### src/rtl/adding_machine_sequencer_if.sv
// Bundle of control, ROM and ALU signals for the adding machine sequencer.
// The sequencer uses the slave view; the host/ROM/ALU side uses the master view.
interface adding_machine_sequencer_if #(
  parameter int unsigned IdxW  = 30,
  parameter int unsigned CntW  = 16,
  parameter int unsigned DataW = 32
) ();
  logic             start;
  logic             abort;
  logic [IdxW-1:0]  base_index;
  logic [CntW-1:0]  length;
  logic [IdxW-1:0]  rom_index;
  logic [DataW-1:0] rom_data;
  logic [DataW-1:0] alu_a;
  logic [DataW-1:0] alu_b;
  logic [2:0]       alu_op;
  logic [DataW-1:0] alu_out;
  logic             busy;
  logic             done;
  logic [DataW-1:0] result;
  logic             carry;

  modport slave (
    input  start, abort, base_index, length, rom_data, alu_out,
    output rom_index, alu_a, alu_b, alu_op, busy, done, result, carry
  );

  modport master (
    output start, abort, base_index, length, rom_data, alu_out,
    input  rom_index, alu_a, alu_b, alu_op, busy, done, result, carry
  );
endinterface

### src/rtl/adding_machine_sequencer.sv
// Run controller for the ROM-fed accumulate datapath: walks a word range, stages each ROM word
// one cycle and folds it into the accumulator through the external ALU.
module adding_machine_sequencer #(
  parameter int unsigned IdxW     = 30,
  parameter int unsigned CntW     = 16,
  parameter int unsigned DataW    = 32,
  parameter logic [2:0]  AluAddOp = 3'b000
) (
  input  logic                        clk_i,
  input  logic                        reset_i,
  adding_machine_sequencer_if.slave   bus
);

  typedef enum logic [1:0] {StIdle, StFetch, StDrain, StDone} state_e;

  state_e           state_q, state_d;
  logic [IdxW-1:0]  idx_q, idx_d;
  logic [CntW-1:0]  remaining_q, remaining_d;
  logic [DataW-1:0] data_q, data_d;
  logic             valid_q, valid_d;
  logic [DataW-1:0] acc_q, acc_d;
  logic             carry_q, carry_d;

  always_ff @(posedge clk_i or posedge reset_i) begin
    if (reset_i) begin
      state_q     <= StIdle;
      idx_q       <= '0;
      remaining_q <= '0;
      data_q      <= '0;
      valid_q     <= 1'b0;
      acc_q       <= '0;
      carry_q     <= 1'b0;
    end else begin
      state_q     <= state_d;
      idx_q       <= idx_d;
      remaining_q <= remaining_d;
      data_q      <= data_d;
      valid_q     <= valid_d;
      acc_q       <= acc_d;
      carry_q     <= carry_d;
    end
  end

  always_comb begin
    state_d     = state_q;
    idx_d       = idx_q;
    remaining_d = remaining_q;
    data_d      = data_q;
    valid_d     = valid_q;
    acc_d       = acc_q;
    carry_d     = carry_q;

    // Staged word is folded in on every edge it is valid, including an abort edge.
    if (valid_q) begin
      acc_d   = bus.alu_out;
      carry_d = carry_q | (bus.alu_out < acc_q);
    end

    unique case (state_q)
      StIdle, StDone: begin
        if (bus.start) begin
          acc_d   = '0;
          carry_d = 1'b0;
          if (bus.length != '0) begin
            idx_d       = bus.base_index;
            remaining_d = bus.length;
            valid_d     = 1'b0;
            state_d     = StFetch;
          end else begin
            state_d = StDone;
          end
        end else if (state_q == StDone) begin
          state_d = StIdle;
        end
      end
      StFetch: begin
        if (bus.abort) begin
          valid_d = 1'b0;
          state_d = StIdle;
        end else begin
          data_d      = bus.rom_data;
          valid_d     = 1'b1;
          idx_d       = idx_q + IdxW'(1);
          remaining_d = remaining_q - CntW'(1);
          if (remaining_q == CntW'(1)) begin
            state_d = StDrain;
          end
        end
      end
      StDrain: begin
        valid_d = 1'b0;
        state_d = bus.abort ? StIdle : StDone;
      end
      default: state_d = StIdle;
    endcase
  end

  assign bus.rom_index = idx_q;
  assign bus.alu_a     = data_q;
  assign bus.alu_b     = acc_q;
  assign bus.alu_op    = AluAddOp;
  assign bus.busy      = (state_q == StFetch) || (state_q == StDrain);
  assign bus.done      = (state_q == StDone);
  assign bus.result    = acc_q;
  assign bus.carry     = carry_q;

endmodule

### src/flat_wrapper.sv
// flat-port wrapper written by rule: the top's interface ports become plain ports
module adding_machine_sequencer_flat 
#(
  parameter int unsigned IdxW     = 30,
  parameter int unsigned CntW     = 16,
  parameter int unsigned DataW    = 32,
  parameter logic [2:0]  AluAddOp = 3'b000
)
  (clk_i, reset_i, bus_start, bus_abort, bus_base_index, bus_length, bus_rom_data, bus_alu_out, bus_rom_index, bus_alu_a, bus_alu_b, bus_alu_op, bus_busy, bus_done, bus_result, bus_carry);
  adding_machine_sequencer_if #(.IdxW(IdxW), .CntW(CntW), .DataW(DataW)) bus_i ();
  input  logic clk_i;
  input  logic reset_i;
  input wire logic [$bits(bus_i.start)-1:0] bus_start;
  input wire logic [$bits(bus_i.abort)-1:0] bus_abort;
  input wire logic [$bits(bus_i.base_index)-1:0] bus_base_index;
  input wire logic [$bits(bus_i.length)-1:0] bus_length;
  input wire logic [$bits(bus_i.rom_data)-1:0] bus_rom_data;
  input wire logic [$bits(bus_i.alu_out)-1:0] bus_alu_out;
  output wire logic [$bits(bus_i.rom_index)-1:0] bus_rom_index;
  output wire logic [$bits(bus_i.alu_a)-1:0] bus_alu_a;
  output wire logic [$bits(bus_i.alu_b)-1:0] bus_alu_b;
  output wire logic [$bits(bus_i.alu_op)-1:0] bus_alu_op;
  output wire logic [$bits(bus_i.busy)-1:0] bus_busy;
  output wire logic [$bits(bus_i.done)-1:0] bus_done;
  output wire logic [$bits(bus_i.result)-1:0] bus_result;
  output wire logic [$bits(bus_i.carry)-1:0] bus_carry;
  assign bus_i.start = bus_start;
  assign bus_i.abort = bus_abort;
  assign bus_i.base_index = bus_base_index;
  assign bus_i.length = bus_length;
  assign bus_i.rom_data = bus_rom_data;
  assign bus_i.alu_out = bus_alu_out;
  assign bus_rom_index = bus_i.rom_index;
  assign bus_alu_a = bus_i.alu_a;
  assign bus_alu_b = bus_i.alu_b;
  assign bus_alu_op = bus_i.alu_op;
  assign bus_busy = bus_i.busy;
  assign bus_done = bus_i.done;
  assign bus_result = bus_i.result;
  assign bus_carry = bus_i.carry;
  adding_machine_sequencer #(.IdxW(IdxW), .CntW(CntW), .DataW(DataW), .AluAddOp(AluAddOp)) u_core (.clk_i(clk_i), .reset_i(reset_i), .bus(bus_i));
endmodule
### config.mk
export PLATFORM = sky130hd
export DESIGN_NAME = adding_machine_sequencer_flat
export DESIGN_NICKNAME = d
export VERILOG_FILES = /design/src/rtl/adding_machine_sequencer_if.sv /design/src/rtl/adding_machine_sequencer.sv /design/src/flat_wrapper.sv
export SDC_FILE = /design/constraint.sdc
export NUM_CORES = 1
export LEC_CHECK = 0
export CELL_PAD_IN_SITES_DETAIL_PLACEMENT = 2
export CELL_PAD_IN_SITES_GLOBAL_PLACEMENT = 2
export CORE_UTILIZATION = 25
export DETAILED_ROUTE_END_ITERATION = 16
export PLACE_DENSITY = 0.77
export REMOVE_ABC_BUFFERS = 1
export SYNTH_ARGS = -nofsm -noshare
export SYNTH_HDL_FRONTEND = slang
export SYNTH_SLANG_ARGS = --single-unit
### constraint.sdc
create_clock -name clk_i -period 4.5 [get_ports clk_i]
set_clock_uncertainty 0.15 [all_clocks]
set_input_delay 0.675 -clock clk_i [delete_from_list [all_inputs] [get_ports clk_i]]
set_output_delay 0.675 -clock clk_i [all_outputs]
set_load 0.03 [all_outputs]
After elaboration in Yosys (flattened, before gate mapping)
Index checks and enable logic that the tools add are counted.

storage, ports and cells
  memory bits (writable) = 0
  word-level logic and storage cells = 55
  register bits = 114
  input bits = 114
  bits in latches = 0
  ROM bits = 0
  memories kept = 0

cells by class
  equal/unequal tests = 9
  shifts and indexed selects = 0
  $add $sub $neg = 2
  reductions and logical operators = 9
  multipliers = 0
  order comparisons = 1
  div/mod/pow operators = 0
  bitwise logic cells = 2
  multiplexer cells = 25

operators with widths
  operator                                                                 count
  32-bit two-way mux                                                       3
  30-bit two-way mux                                                       3
  30-bit case mux with 2 select lines                                      1
  16-bit two-way mux                                                       3
  32-bit less-than comparator                                              1
  16-bit case mux with 2 select lines                                      1
  30-bit by 1-bit adder with 30-bit output, second input constant          1
  16-bit by 1-bit == test with 1-bit output, second input constant         1
  16-bit nonzero test                                                      1
  16-bit by 1-bit subtractor with 16-bit output, second input constant     1
  2-bit two-way mux                                                        6
  1-bit two-way mux                                                        6
  2-bit case mux with 3 select lines                                       1
  2-bit AND reduction                                                      3
  2-bit == test, second input constant                                     2
  2-bit inequality test, second input constant                             2
  4-bit AND reduction                                                      1
  3-bit by 2-bit inequality test with 1-bit output, second input constant  1
  3-bit inequality test, second input constant                             1
  1-bit case mux with 3 select lines                                       1
  2-bit by 1-bit == test with 1-bit output, second input constant          1
  2-bit logical NOT                                                        1
  2-bit by 1-bit inequality test with 1-bit output, second input constant  1
  2-bit nonzero test                                                       1
  other kinds (4)                                                          4

Depth between registers and ports, before layout
Gate-level depths: netlist of run 1.

  depth in word-level cells = 5
  gate-level depth with buffers = 10
  gate-level depth less buffers = 7

Worst setup path before layout of run 1
OpenSTA, ideal clock, no wires.

  path kind = register to register
  from = reg u_core.state_q[0]
  to = reg u_core.idx_q[2] (netlist: u_core.bus.rom_index[2])
  path buffers = 2
  data required time = 4.224 ns
  setup slack = 2.125 ns
  stages on the path, launching flop included = 10
  arrival = 2.099 ns
  path through = dfrtp_1 -> inv_1 -> ha_1 -> buf_4 -> nor4b_2 -> and4_1 -> a21oi_2 -> nand2_2 -> buf_2 -> a221o_1

on the way
  longest elaborated chain between the ends = 4
  elaborated cells between the ends (all ways) = 10
  those cells by class = 5 x eq/ne; 1 x mux; 4 x reduce/logical

RTL lines
  item                                                                                RTL line                        source
  from (decl)                                                                         adding_machine_sequencer.sv:16  state_e state_q, state_d;
  from (signal assigned)                                                              adding_machine_sequencer.sv:26  state_q <= StIdle;
  from (signal assigned)                                                              adding_machine_sequencer.sv:34  state_q <= state_d;
  2-bit == test or 2-bit logical NOT (tied branches)                                  adding_machine_sequencer.sv:59  unique case (state_q)
  2-bit OR reduction                                                                  adding_machine_sequencer.sv:59
  2-bit by 1-bit inequality test with 1-bit output (no line) (tied with other cells)  -
  4-bit AND reduction (no line)                                                       -
  to (signal assigned)                                                                adding_machine_sequencer.sv:35  idx_q <= idx_d;
  to (decl)                                                                           adding_machine_sequencer.sv:17  logic [IdxW-1:0] idx_q, idx_d;

Parallel ways exist; a longest one is shown, timed or not.
A chain may end at the register's enable or synchronous reset.

Worst setup path in the final report of run 1
  from = reg u_core.state_q[0]
  to = reg u_core.idx_q[7] (netlist: u_core.bus.rom_index[7])

The elaborated chain is that of the path after synthesis.

==> flow_metrics.tcl, run 1 <==
set metrics [dict create \
    run_status "finished clean" \
    number_of_remaining_drc_errors 0 \
    detailedRoute.firstIterationViolations 347 \
    post_cts_sizing_count 0 \
    worst_slew_pin_slew_ns 1.08 \
    drv_slew 0 \
    place.port_buffers 242 \
    grt_setup_unrepaired "no" \
    insertion_delay_ns 0.42 \
    clk_root_buffer_cell "sky130_fd_sc_hd__clkbuf_16" \
    ir_worst_vdd_mv 0.367 \
    antenna_found_initial 1 \
    hp-class "reg2reg" \
    wire_per_inst_um 19.7 \
    leakage_nw 4.17 \
    worst-path-max-fanout 15 \
    hold_viol 0 \
    synth_cells 818 \
    crit_path_end_kind "register" \
    final_layout_size_suffix_gt1_frac 0.0624 \
    area_fraction_of_the_dominant_cell_type_after_synthesis 0.404 \
    placeableCoreArea_um2 27800 \
    detail_route.vias_per_cell 5.07 \
    post_dp_cell_area_um2 9640 \
    design.portCount 246 \
    vias 7130 \
    ys.flop_type "sky130_fd_sc_hd__dfrtp_1" \
    ctsLongestPathBuffers 2 \
    drtAntennaViolNets 0 \
    worst_ep_required_time_ns 4.67 \
    clkTransAtPathRegs_ns 0.07 \
    worst-setup-path-type "reg2reg" \
    syn_to_final_growth_pct 45.2 \
    final.setup.tns_ns 0 \
    number_of_flops_mapped_to_enable_cells_by_yosys 0 \
    chipHeight_um 170 \
    cp-start-kind "register" \
    max_freq_ghz 0.299 \
    cellPowerDensity_nw_per_um2 800 \
    seq_area_frac_synth 0.404 \
    cts_post_setup_buffers_inserted 0 \
    timing.slew.headroom 0.282 \
    drt-total-wl_um 27600 \
    synthesis.area_per_instance_um2 8.64 \
    worstPathArrival_ns 3.52 \
    drtPass1Iterations 4 \
    cts_inserted_buffers 17 \
    placement_rows 61 \
    clock_sinks 114 \
    grt_max_degree 64 \
    die_x_um 170 \
    fin_util 0.369 \
    cts_tree "done" \
    holdWs_ns 0.329 \
    start_util 0.254 \
    final_net_count 1164 \
    layout_min_cycle_time_ns 3.34 \
    synth.area.top_cells "sky130_fd_sc_hd__dfrtp_1 40%, sky130_fd_sc_hd__nand2_1 7.7%, sky130_fd_sc_hd__ha_1 6.5%" \
    final_design_area_no_fill_um2 10300 \
    synth_cell_type_count 66 \
    async_reset_ff_frac 1.00 \
    global_route.usage.total 0.195 \
    grt_pass1_wl_um 43400 \
    grt_pass1_vias 7664 \
    synth_largest_area_cell "sky130_fd_sc_hd__dfrtp_1" \
    mappedNetlistArea_um2 7070 \
    synthesis.yosys.warnings 0 \
    fp.dieArea_um2 28900 \
    power.total_mw 8.21 \
    place_hpwl_um 20000 \
    timing.max_cap.violations 0 \
    finalWeightedCongestion 0.760 \
    hold_fix_buffer_count_after_cts 0 \
    setup_violations 0 \
    final.period_utilization 0.742 \
    global_route_total_overflow 0 \
    ys_seq_elements 114 \
    num-fill-cells 3102 \
    htreeDepth 4 \
]
## Yosys cell counts (all sizes together), types with 20 or more instances
library cell,n
nand2,146
dfrtp,114
nor2,62
buf,53
inv,48
ha,37
o21ai,36
a21oi,35
mux2i,34
clkbuf,28
nand3,24
a31oi,20
## cell usage in the layout (no fill, tap or decap), types with 13 or more instances in the layout
cell                              instances
sky130_fd_sc_hd__clkdlybuf4s50_1        242
sky130_fd_sc_hd__o21ai_0                 32
sky130_fd_sc_hd__dfrtp_1                113
sky130_fd_sc_hd__ha_1                    36
sky130_fd_sc_hd__a31oi_1                 20
sky130_fd_sc_hd__o31ai_1                 13
sky130_fd_sc_hd__mux2i_1                 34
sky130_fd_sc_hd__nand4_1                 18
sky130_fd_sc_hd__nand3_1                 24
sky130_fd_sc_hd__nand2_1                145
sky130_fd_sc_hd__nor2_1                  61
sky130_fd_sc_hd__nor4_1                  18
sky130_fd_sc_hd__inv_1                   46
sky130_fd_sc_hd__clkbuf_16               17
sky130_fd_sc_hd__a21oi_1                 33
## logic make-up after synthesis
family,after synthesis,share of synthesized area
buffers and inverters,129,0.0910
flip-flops,114,0.404
other,1,0.000531
multiplexers,34,0.0482
AO/OA/AOI/OAI,175,0.169
AND/OR/NAND/NOR,328,0.222
adder cells (fa/ha/maj),37,0.0655
## registers in the layout (all words and copies together), names as in the netlist
register              count
u_core.remaining_q       16
u_core.bus.rom_index     30
u_core.valid_q            1
u_core.bus.carry          1
u_core.bus.alu_a         32
u_core.bus.alu_b         32
u_core.state_q            2
## critical path: stages (launching register included)
cell,delay [ns]
sky130_fd_sc_hd__dfrtp_1,0.42
sky130_fd_sc_hd__inv_1,0.06
sky130_fd_sc_hd__ha_1,0.50
sky130_fd_sc_hd__nor4b_2,0.39
sky130_fd_sc_hd__nand4_1,0.25
sky130_fd_sc_hd__o21ai_2,0.63
sky130_fd_sc_hd__nor2_1,0.36
sky130_fd_sc_hd__buf_4,0.28
sky130_fd_sc_hd__o221ai_1,0.21
## per-stage QoR
stage                     std cells  setup slack (ns)
after global routing           1404             0.993
after global placement         1372             0.901
after detailed placement       1372             0.807
after floorplan                 739            -0.467
final                          1405              1.16
after CTS                      1404              1.19
## report_power, final
group / internal (mW) / leakage (nW) / total (mW) / switching [mW]
registers: 1.50 / 1.40 / 2.14 / 0.644
clock network: 0.892 / 0.305 / 1.48 / 0.587
logic: 1.79 / 2.46 / 4.59 / 2.79
## worst paths after layout
path                                      start                      end  slack, ns  depth (start not counted)
max                           u_core.state_q[0]  u_core.bus.rom_index[7]       1.16                          8
min                        u_core.bus.alu_a[19]     u_core.bus.alu_a[19]       0.33                          2
max reg2reg                   u_core.state_q[0]  u_core.bus.rom_index[7]       1.16                          8
min reg2reg                u_core.bus.alu_a[19]     u_core.bus.alu_a[19]       0.33                          2
max in group asynchronous               reset_i    u_core.remaining_q[9]       2.89                          3
min in group asynchronous               reset_i     u_core.bus.alu_a[14]       0.49                          2
## layer usage
metal	share of wire	GRT usage	vias to the layer above
met5	0	0	-
met4	0.017	0.0615	0
met3	0.051	0.0370	34
met2	0.48	0.331	206
met1	0.45	0.247	3600
li1	-	-	3290
## layout make-up
type	instances	area, um^2	area share
Sequential cell	114	2850	0.278
Multi-Input combinational cell	577	3600	0.350
Tap cell	378	473	0.0461
Inverter	48	183	0.0178
Timing Repair Buffer	255	2530	0.247
Clock inverter	15	198	0.0193
Antenna cell	1	2.50	0.000244
Clock buffer	17	425	0.0414
Power figures use the tool's default switching activity.
==> run 2, diff against run 1 <==
==> constraint.sdc (replaced) <==
create_clock -name clk_i -period 3.3 [get_ports clk_i]
set_clock_uncertainty 0.15 [all_clocks]
set_input_delay 0.495 -clock clk_i [delete_from_list [all_inputs] [get_ports clk_i]]
set_output_delay 0.495 -clock clk_i [all_outputs]
set_load 0.03 [all_outputs]
==> flow_metrics.tcl, run 2 (synthesis gave the netlist of run 1 again) <==
set metrics [dict create \
    run_status "finished clean" \
    worst_slew_pin_slew_ns 1.24 \
    worst_ep_required_time_ns 3.43 \
    layout_commonest_cell "sky130_fd_sc_hd__clkdlybuf4s50_1" \
    design.portCount 246 \
    num-fill-cells 3071 \
    die_x_um 170 \
    cellPowerDensity_nw_per_um2 1080 \
    power.total_mw 11.1 \
    hold_viol 0 \
    drtAntennaViolNets 0 \
    final.setup.tns_ns 0 \
    global_route_total_overflow 0 \
    multi_input_comb_area_um2 3600 \
    global_route.usage.total 0.199 \
    vias 7198 \
    start_util 0.254 \
    finalWeightedCongestion 0.760 \
    post_cts_sizing_count 0 \
    crit_path_top_delay_cell "sky130_fd_sc_hd__nor2_1" \
    number_of_remaining_drc_errors 0 \
    grt_setup_unrepaired "no" \
    drv_slew 0 \
    drtPass1Iterations 4 \
    detail_route.vias_per_cell 5.10 \
    cts_inserted_buffers 17 \
    drt-total-wl_um 28400 \
    leakage_nw 4.17 \
    final_layout_size_suffix_gt1_frac 0.0678 \
    setup_violations 0 \
    worstPathArrival_ns 3.10 \
    timing.slew.headroom 0.168 \
    syn_to_final_growth_pct 45.0 \
    path_cells "inv_1, ha_1, nor4b_2, nand4_1, o21ai_2, nor2_1, buf_4, o221ai_1" \
    place_hpwl_um 20800 \
    fp.dieArea_um2 28900 \
    cts_tree "done" \
    cp_slowest_stage_delay_ns 0.86 \
    crit_path_end_kind "register" \
    worst-path-max-fanout 11 \
    grt_pass1_vias 7666 \
    chipHeight_um 170 \
    clk_root_buffer_cell "sky130_fd_sc_hd__clkbuf_16" \
    clkTransAtPathRegs_ns 0.06 \
    insertion_delay_ns 0.42 \
    top_library_cells_by_usage_in_the_layout_fill_and_taps_aside "242 x sky130_fd_sc_hd__clkdlybuf4s50_1, 145 x sky130_fd_sc_hd__nand2_1, 113 x sky130_fd_sc_hd__dfrtp_1" \
    max_freq_ghz 0.337 \
    place.port_buffers 242 \
    ctsLongestPathBuffers 2 \
    hold_fix_buffer_count_after_cts 0 \
    ff_latch_area_um2 2850 \
    timing.max_cap.violations 0 \
    antenna_found_initial 0 \
    detailedRoute.firstIterationViolations 289 \
    cts_post_setup_buffers_inserted 0 \
    layout_min_cycle_time_ns 2.96 \
    cp-start-kind "register" \
    placeableCoreArea_um2 27800 \
    clock_sinks 114 \
    worst-setup-path-type "reg2reg" \
    ir_worst_vdd_mv 0.388 \
    n_antenna_cell 0 \
    grt_pass1_wl_um 44200 \
    htreeDepth 4 \
    final.period_utilization 0.898 \
    hp-class "in2async" \
    grt_max_degree 54 \
    final_net_count 1172 \
    wire_per_inst_um 20.1 \
    placement_rows 61 \
]
run 2: final cells by class:
class	count	share of cell area
timing repair buffer	263	0.253
clock buffer	18	0.0419
clock inverter	13	0.0112
sequential	114	0.278
inverter	48	0.0178
tap	378	0.0461
multi-input combinational	577	0.352
run 2: worst paths after layout:
| path | slack, ns | start | cells past startpoint | end |
|---|---|---|---|---|
| setup / recovery | 0.34 | u_core.state_q[0] | 8 | u_core.bus.rom_index[27] |
| min in group clk_i | 0.33 | u_core.bus.alu_a[17] | 2 | u_core.bus.alu_a[17] |
| hold / removal | 0.29 | reset_i | 2 | u_core.bus.alu_a[21] |
| max in group asynchronous | 1.97 | reset_i | 3 | u_core.bus.alu_b[0] |
| hold reg to reg | 0.33 | u_core.bus.alu_a[17] | 2 | u_core.bus.alu_a[17] |
| setup reg to reg | 0.34 | u_core.state_q[0] | 8 | u_core.bus.rom_index[27] |
run 2: per-layer routing:
| layer | track usage | vias to the layer above | share of wire | wire, um |
|---|---|---|---|---|
| met5 | 0 | - | 0 | 0 |
| met4 | 0.0533 | 0 | 0.013 | 356 |
| met3 | 0.0407 | 21 | 0.055 | 1550 |
| met2 | 0.339 | 215 | 0.49 | 13900 |
| met1 | 0.255 | 3658 | 0.44 | 12600 |
| li1 | - | 3304 | - | - |
run 2: power by group:
part	internal (mW)	switching, mW	total, mW
combinational	2.49	3.90	6.39
sequential	2.04	0.848	2.89
clock	1.03	0.743	1.77
run 2: worst max-delay path, delay by kind of cell, from the launching register on:
| kind | cells | cell delay [ns] |
|---|---|---|
| and+or+nand+nor | 3 | 1.26 |
| DFF | 1 | 0.41 |
| AOI/OAI and AO/OA | 2 | 0.28 |
| buffers and inverters | 2 | 0.39 |
| adders and majority gates | 1 | 0.33 |
run 2: per-stage QoR:
step	util	setup slack, ns	instances	area, um^2	hold WS (ns)
5_1_grt	0.369	0.154	1411	10200	0.326
3_5_place_dp	0.349	-0.196	1380	9700	0.319
3_3_place_gp	0.349	-0.189	1380	9700	0.307
2_1_floorplan	-	-1.67	739	6610	0.329
4_1_cts	0.369	0.0298	1411	10200	0.307
6_report	0.369	0.336	1411	10200	0.289
==> run 3, diff against run 2 <==
--- a/config.mk
+++ b/config.mk
@@ -7,6 +7,7 @@
 export LEC_CHECK = 0
 export CELL_PAD_IN_SITES_DETAIL_PLACEMENT = 2
 export CELL_PAD_IN_SITES_GLOBAL_PLACEMENT = 2
+export CORE_MARGIN = 2
 export CORE_UTILIZATION = 25
 export DETAILED_ROUTE_END_ITERATION = 16
 export PLACE_DENSITY = 0.77
==> flow_metrics.tcl, run 3 (synthesis gave the netlist of run 1 again) <==
set metrics [dict create \
    drt-total-wl_um 28400 \
    drv_slew 0 \
    chipHeight_um 172 \
    die_x_um 172 \
    syn_to_final_growth_pct 46.3 \
    vias 7085 \
    whs_path_depth 2 \
    final.setup.tns_ns 0 \
    clkTransAtPathRegs_ns 0.06 \
    drtPass1Iterations 5 \
    place.port_buffers 242 \
    detailedRoute.firstIterationViolations 316 \
    placeableCoreArea_um2 27800 \
    antenna_found_initial 0 \
    max_freq_ghz 0.342 \
    worst-r2r-setup-slack_ns 0.38 \
    final.period_utilization 0.886 \
    placement_rows 61 \
    htreeDepth 4 \
    worst-setup-path-type "reg2reg" \
    grt_pass1_vias 7637 \
    layout_min_cycle_time_ns 2.92 \
    hold_fix_buffer_count_after_cts 0 \
    grt_max_degree 48 \
    layout_commonest_cell "sky130_fd_sc_hd__clkdlybuf4s50_1" \
    power.total_mw 11.3 \
    cellPowerDensity_nw_per_um2 1090 \
    clock_sinks 114 \
    r2r.worst_path.cells 7 \
    ctsLongestPathBuffers 2 \
    cts_tree "done" \
    place_hpwl_um 20900 \
    ir_worst_vdd_mv 0.507 \
    worst_case_setup_slack_after_placement_ns -0.206 \
    finalWorstSetupSlack_ns 0.376 \
    cts_post_setup_buffers_inserted 0 \
    r2r-start "u_core.state_q[0]" \
    final_net_count 1174 \
    top_library_cells_by_usage_in_the_layout_fill_and_taps_aside "242 x sky130_fd_sc_hd__clkdlybuf4s50_1, 145 x sky130_fd_sc_hd__nand2_1, 113 x sky130_fd_sc_hd__dfrtp_1" \
    start_util 0.254 \
    timing.slew.headroom 0.360 \
    worstHoldEndpoint "u_core.bus.alu_a[25]" \
    design.portCount 246 \
    drtAntennaViolNets 0 \
    cts_inserted_buffers 17 \
    wire_per_inst_um 20.0 \
    setup_violations 0 \
    global_route.usage.total 0.194 \
    final_design_area_no_fill_um2 10300 \
    crit_path_end_kind "register" \
    worst_slew_pin_slew_ns 0.955 \
    hold_viol 0 \
    run_status "finished clean" \
    min-delay-start "u_core.bus.alu_a[25]" \
    worst-path-max-fanout 19 \
    worst_ep_required_time_ns 3.45 \
    detail_route.vias_per_cell 5.01 \
    global_route_total_overflow 0 \
    hp-class "reg2reg" \
    final_layout_size_suffix_gt1_frac 0.0714 \
    leakage_nw 4.21 \
    worstPathArrival_ns 3.07 \
    number_of_remaining_drc_errors 0 \
    clk_root_buffer_cell "sky130_fd_sc_hd__clkbuf_16" \
    grt_pass1_wl_um 44200 \
    insertion_delay_ns 0.43 \
    timing.max_cap.violations 0 \
    finalWeightedCongestion 0.779 \
    cp-start-kind "register" \
    fp.dieArea_um2 29600 \
    worstReg2RegEnd "u_core.bus.rom_index[8]" \
    post_dp_cell_area_um2 9730 \
    grt_setup_unrepaired "no" \
]
==> run 3: final cells by class <==
cell class / count / area [um^2]
Fill cell: 3111 / 17400
Inverter: 48 / 183
Clock inverter: 15 / 180
Sequential cell: 114 / 2850
Clock buffer: 17 / 425
Tap cell: 378 / 473
Multi-Input combinational cell: 577 / 3600
Antenna cell: 1 / 2.50
Timing Repair Buffer: 265 / 2620
==> run 3: repair_timing <==
item                       CTS  global route
hold endpoints to repair     0             0
resized for setup            1             0
setup endpoints to repair    2             0
==> run 3: worst max path at each step <==
stage,startpoint,endpoint,depth (start not counted)
final,u_core.state_q[0],u_core.bus.rom_index[8],7
after global routing,u_core.state_q[0],u_core.bus.rom_index[26],7
after CTS,u_core.state_q[0],bus_busy,5
after detailed placement,bus_length[7],u_core.bus.rom_index[8],6
after global placement,bus_length[7],u_core.bus.rom_index[16],6
after floorplan,u_core.state_q[1],u_core.bus.rom_index[19],7
==> run 3: power by group <==
group / switching (mW) / total, mW / internal, mW
Clock: 0.766 / 1.96 / 1.20
Sequential: 0.850 / 2.89 / 2.04
Combinational: 3.89 / 6.40 / 2.51
Total: 5.51 / 11.3 / 5.75
==> run 3: through the flow <==
step / util / cells / hold slack (ns)
2_1_floorplan: - / 739 / 0.329
3_3_place_gp: 0.350 / 1382 / 0.306
3_5_place_dp: 0.350 / 1382 / 0.320
4_1_cts: 0.372 / 1414 / 0.337
5_1_grt: 0.372 / 1414 / 0.363
6_report: 0.372 / 1415 / 0.326
==> run 3: worst max-delay path: stages, from the launching register on <==
cell and delay [ns]:
sky130_fd_sc_hd__dfrtp_1 0.40, sky130_fd_sc_hd__inv_1 0.06, sky130_fd_sc_hd__ha_1 0.34, sky130_fd_sc_hd__nor4b_2 0.18
sky130_fd_sc_hd__and4_1 0.23, sky130_fd_sc_hd__a21oi_4 0.51, sky130_fd_sc_hd__nand2_2 0.45, sky130_fd_sc_hd__a221o_1 0.47
==> run 3: metal layers <==
metal  track usage  vias to the layer above  routed length (um)
met1         0.243                     3572               12600
met5             0                        -                   0
met3        0.0423                       19                1500
li1              -                     3313                   -
met4        0.0398                        0                 298
met2         0.343                      181               14000
==> variant: new RTL, config.mk and constraints of run 3 <==
`data_q` no longer has a reset.
--- a/src/rtl/adding_machine_sequencer.sv
+++ b/src/rtl/adding_machine_sequencer.sv
@@ -26,7 +26,6 @@
       state_q     <= StIdle;
       idx_q       <= '0;
       remaining_q <= '0;
-      data_q      <= '0;
       valid_q     <= 1'b0;
       acc_q       <= '0;
       carry_q     <= 1'b0;
@@ -34,11 +33,14 @@
       state_q     <= state_d;
       idx_q       <= idx_d;
       remaining_q <= remaining_d;
-      data_q      <= data_d;
       valid_q     <= valid_d;
       acc_q       <= acc_d;
       carry_q     <= carry_d;
     end
+  end
+
+  always_ff @(posedge clk_i) begin
+    data_q <= data_d;
   end
 
   always_comb begin
Function: differs if reset_i is asserted again (counterexample within 4 cycles, from zero or initial values and one cycle with reset_i high); with reset_i held inactive, the same outputs for 4 cycles.
==> variant against run 3 <==
Sequential power is 3% lower. Clock power down 4%. Sequential cell count did not move. Register-to-register slack better by 0.45 ns. Global-route usage fell by 1.7 points. Total power is 7.8% lower. Sequential share of layout area grew 2.9 points. Wire length fell by 13%. Setup slack better by 0.15 ns. Area after synthesis fell by 5.3%. Critical path depth fell by 2. Final area fell by 4.4%. Synthesized cell count is 17% lower.
==> variant: results (changes against run 3) <==
| Metric | Value |
|---|---|
| Synth Flop Type | dfrtp_1 (unchanged) |
| Min-delay worst type | in -> async (was reg -> reg) |
| Clock latency on the worst-skew pair | 0.42 ns |
| Resized Gates After CTS | 0 (was 1) |
| Top cells by area, synth | dfrtp_1, edfxtp_1, ha_1, mux2i_1, buf_4 (was dfrtp_1, nand2_1, ha_1, mux2i_1, buf_4) |
| Mux contribution to synthesized area | 0.0587 (was 0.0482) |
| GRT Overall Usage | 0.177 (was 0.194) |
| Vias in the first global route | 6708 (was 7637) |
| Clock-pin slew on the worst setup and hold paths | 0.08 ns (was 0.06 ns) |
| Layout cells sized above 1 | 0.0818 (was 0.0714) |
| First-pass GRT wire length | 39000 um (was 44200 um) |
| Seq/total area | 0.305 (was 0.276) |
| FFs & Latches | 114 (unchanged) |
| Peak VDD IR | 370 uV (was 507 uV) |
| Final-layout non-clock buffer area share | 0.264 (was 0.253) |
| Number of synthesized flops with an enable pin | 32 (was 0) |
| Clock network area share | 0.0594 (was 0.0586) |
| Static Leakage | 3.80 nW (was 4.21 nW) |
| Initial DRT Pass Iterations | 4 (was 5) |
| Sequential area share after synthesis | 0.450 (was 0.404) |
| Worst-Margin Slew | 0.798 ns (was 0.955 ns) |
| Xor/xnor share of the synthesized area | 0 (unchanged) |
| Adder-cell share of the synthesized area | 0.0691 (was 0.0655) |
| Crit-path leading delay family | buffers and inverters (was compound AO/OA/AOI/OAI gates) |
| Postcts setup bufs | 0 (unchanged) |
| Gpl congestion | 0.760 (was 0.779) |
| Synth Area in Compound Gates | 0.160 (was 0.169) |
| Fillers | 2817 (was 3111) |
| Count of plain and timing-repair buffers | 259 (was 265) |
| Crit path max fanout | 8 (was 19) |
| Unique masters post-synth | 70 (was 66) |
| Max stage delay on crit path | 0.68 ns (was 0.51 ns) |
| Inverters | 42 (was 48) |
| Global route overflow | 0 (unchanged) |
| Largest net degree at the start of global routing | 73 (was 48) |
| Final WL | 24600 um (was 28400 um) |
| # nets final | 1043 (was 1174) |
| Pre-CTS WS | 0.225 ns (was -0.206 ns) |
| Dpl hpwl | 18500 um (was 20900 um) |
| Slowest CP cell | clkdlybuf4s50_1 (was a21oi_4) |
| Initial antenna violation count | 1 (was 0) |
| # clk buffers | 17 (unchanged) |
| Top cells by count, synth | dfrtp_1, nor2_1, a21oi_1, nand2_1, inv_1 (was nand2_1, dfrtp_1, nor2_1, inv_1, ha_1) |
| #MultiIn Comb | 458 (was 577) |
| Largest family of logic cells by synthesized area | simple AND/OR/NAND/NOR gates (unchanged) |
| Drt initial violations | 208 (was 316) |
| Total number of vias | 6154 (was 7085) |
| Proportion of cell area occupied by multi-input gates | 0.313 (was 0.348) |
| Outcome | completed (unchanged) |
| Async set-reset flop share out of synthesis | 0.719 (was 1.00) |
| Yosys Warn Count | 0 (unchanged) |
## variant: cell count changes after synthesis, moves of 9 or more
| cell | delta |
|---|---|
| clkbuf_1 | -11 |
| o31ai_1 | -13 |
| a221o_1 | -9 |
| a21oi_1 | +22 |
| o22ai_1 | +19 |
| edfxtp_1 | +32 |
| nand2_1 | -101 |
| a31oi_1 | -14 |
| dfrtp_1 | -32 |
## variant: metal layers
layer	track usage	share of wire
met5	0	0
met4	0.0420	0.0088
met3	0.0369	0.046
met2	0.317	0.52
met1	0.219	0.43
## variant: worst paths after layout
check	startpoint	to	slack, ns	cells after the start
worst max-delay path	u_core.state_q[0]$_DFFE_PP0P_	bus_busy	0.52	5
worst min-delay path	reset_i	u_core.bus.alu_b[22]$_DFF_PP0_	0.29	2
worst max register to register	u_core.state_q[0]$_DFFE_PP0P_	u_core.remaining_q[6]$_DFFE_PP0P_	0.83	8
worst min register to register	u_core.remaining_q[14]$_DFFE_PP0P_	u_core.remaining_q[14]$_DFFE_PP0P_	0.39	2
max in group asynchronous	reset_i	u_core.bus.rom_index[12]$_DFFE_PP0P_	1.94	3
min in group clk_i	u_core.remaining_q[14]$_DFFE_PP0P_	u_core.remaining_q[14]$_DFFE_PP0P_	0.39	2
## variant: through the flow
step / total power, mW / area (um2) / instances
after detailed placement: 8.57 / 9300 / 1208
after floorplan: 5.96 / 6250 / 614
after CTS: 10.5 / 9880 / 1240
after global placement: 8.36 / 9300 / 1208
after global routing: 11.1 / 9880 / 1241
final: 10.4 / 9880 / 1241
## variant: power breakdown
| part | switching (mW) | internal [mW] | total (mW) |
|---|---|---|---|
| registers | 0.774 | 2.03 | 2.80 |
| logic | 3.30 | 2.38 | 5.68 |
| clock network | 0.815 | 1.07 | 1.89 |
| total | 4.89 | 5.48 | 10.4 |
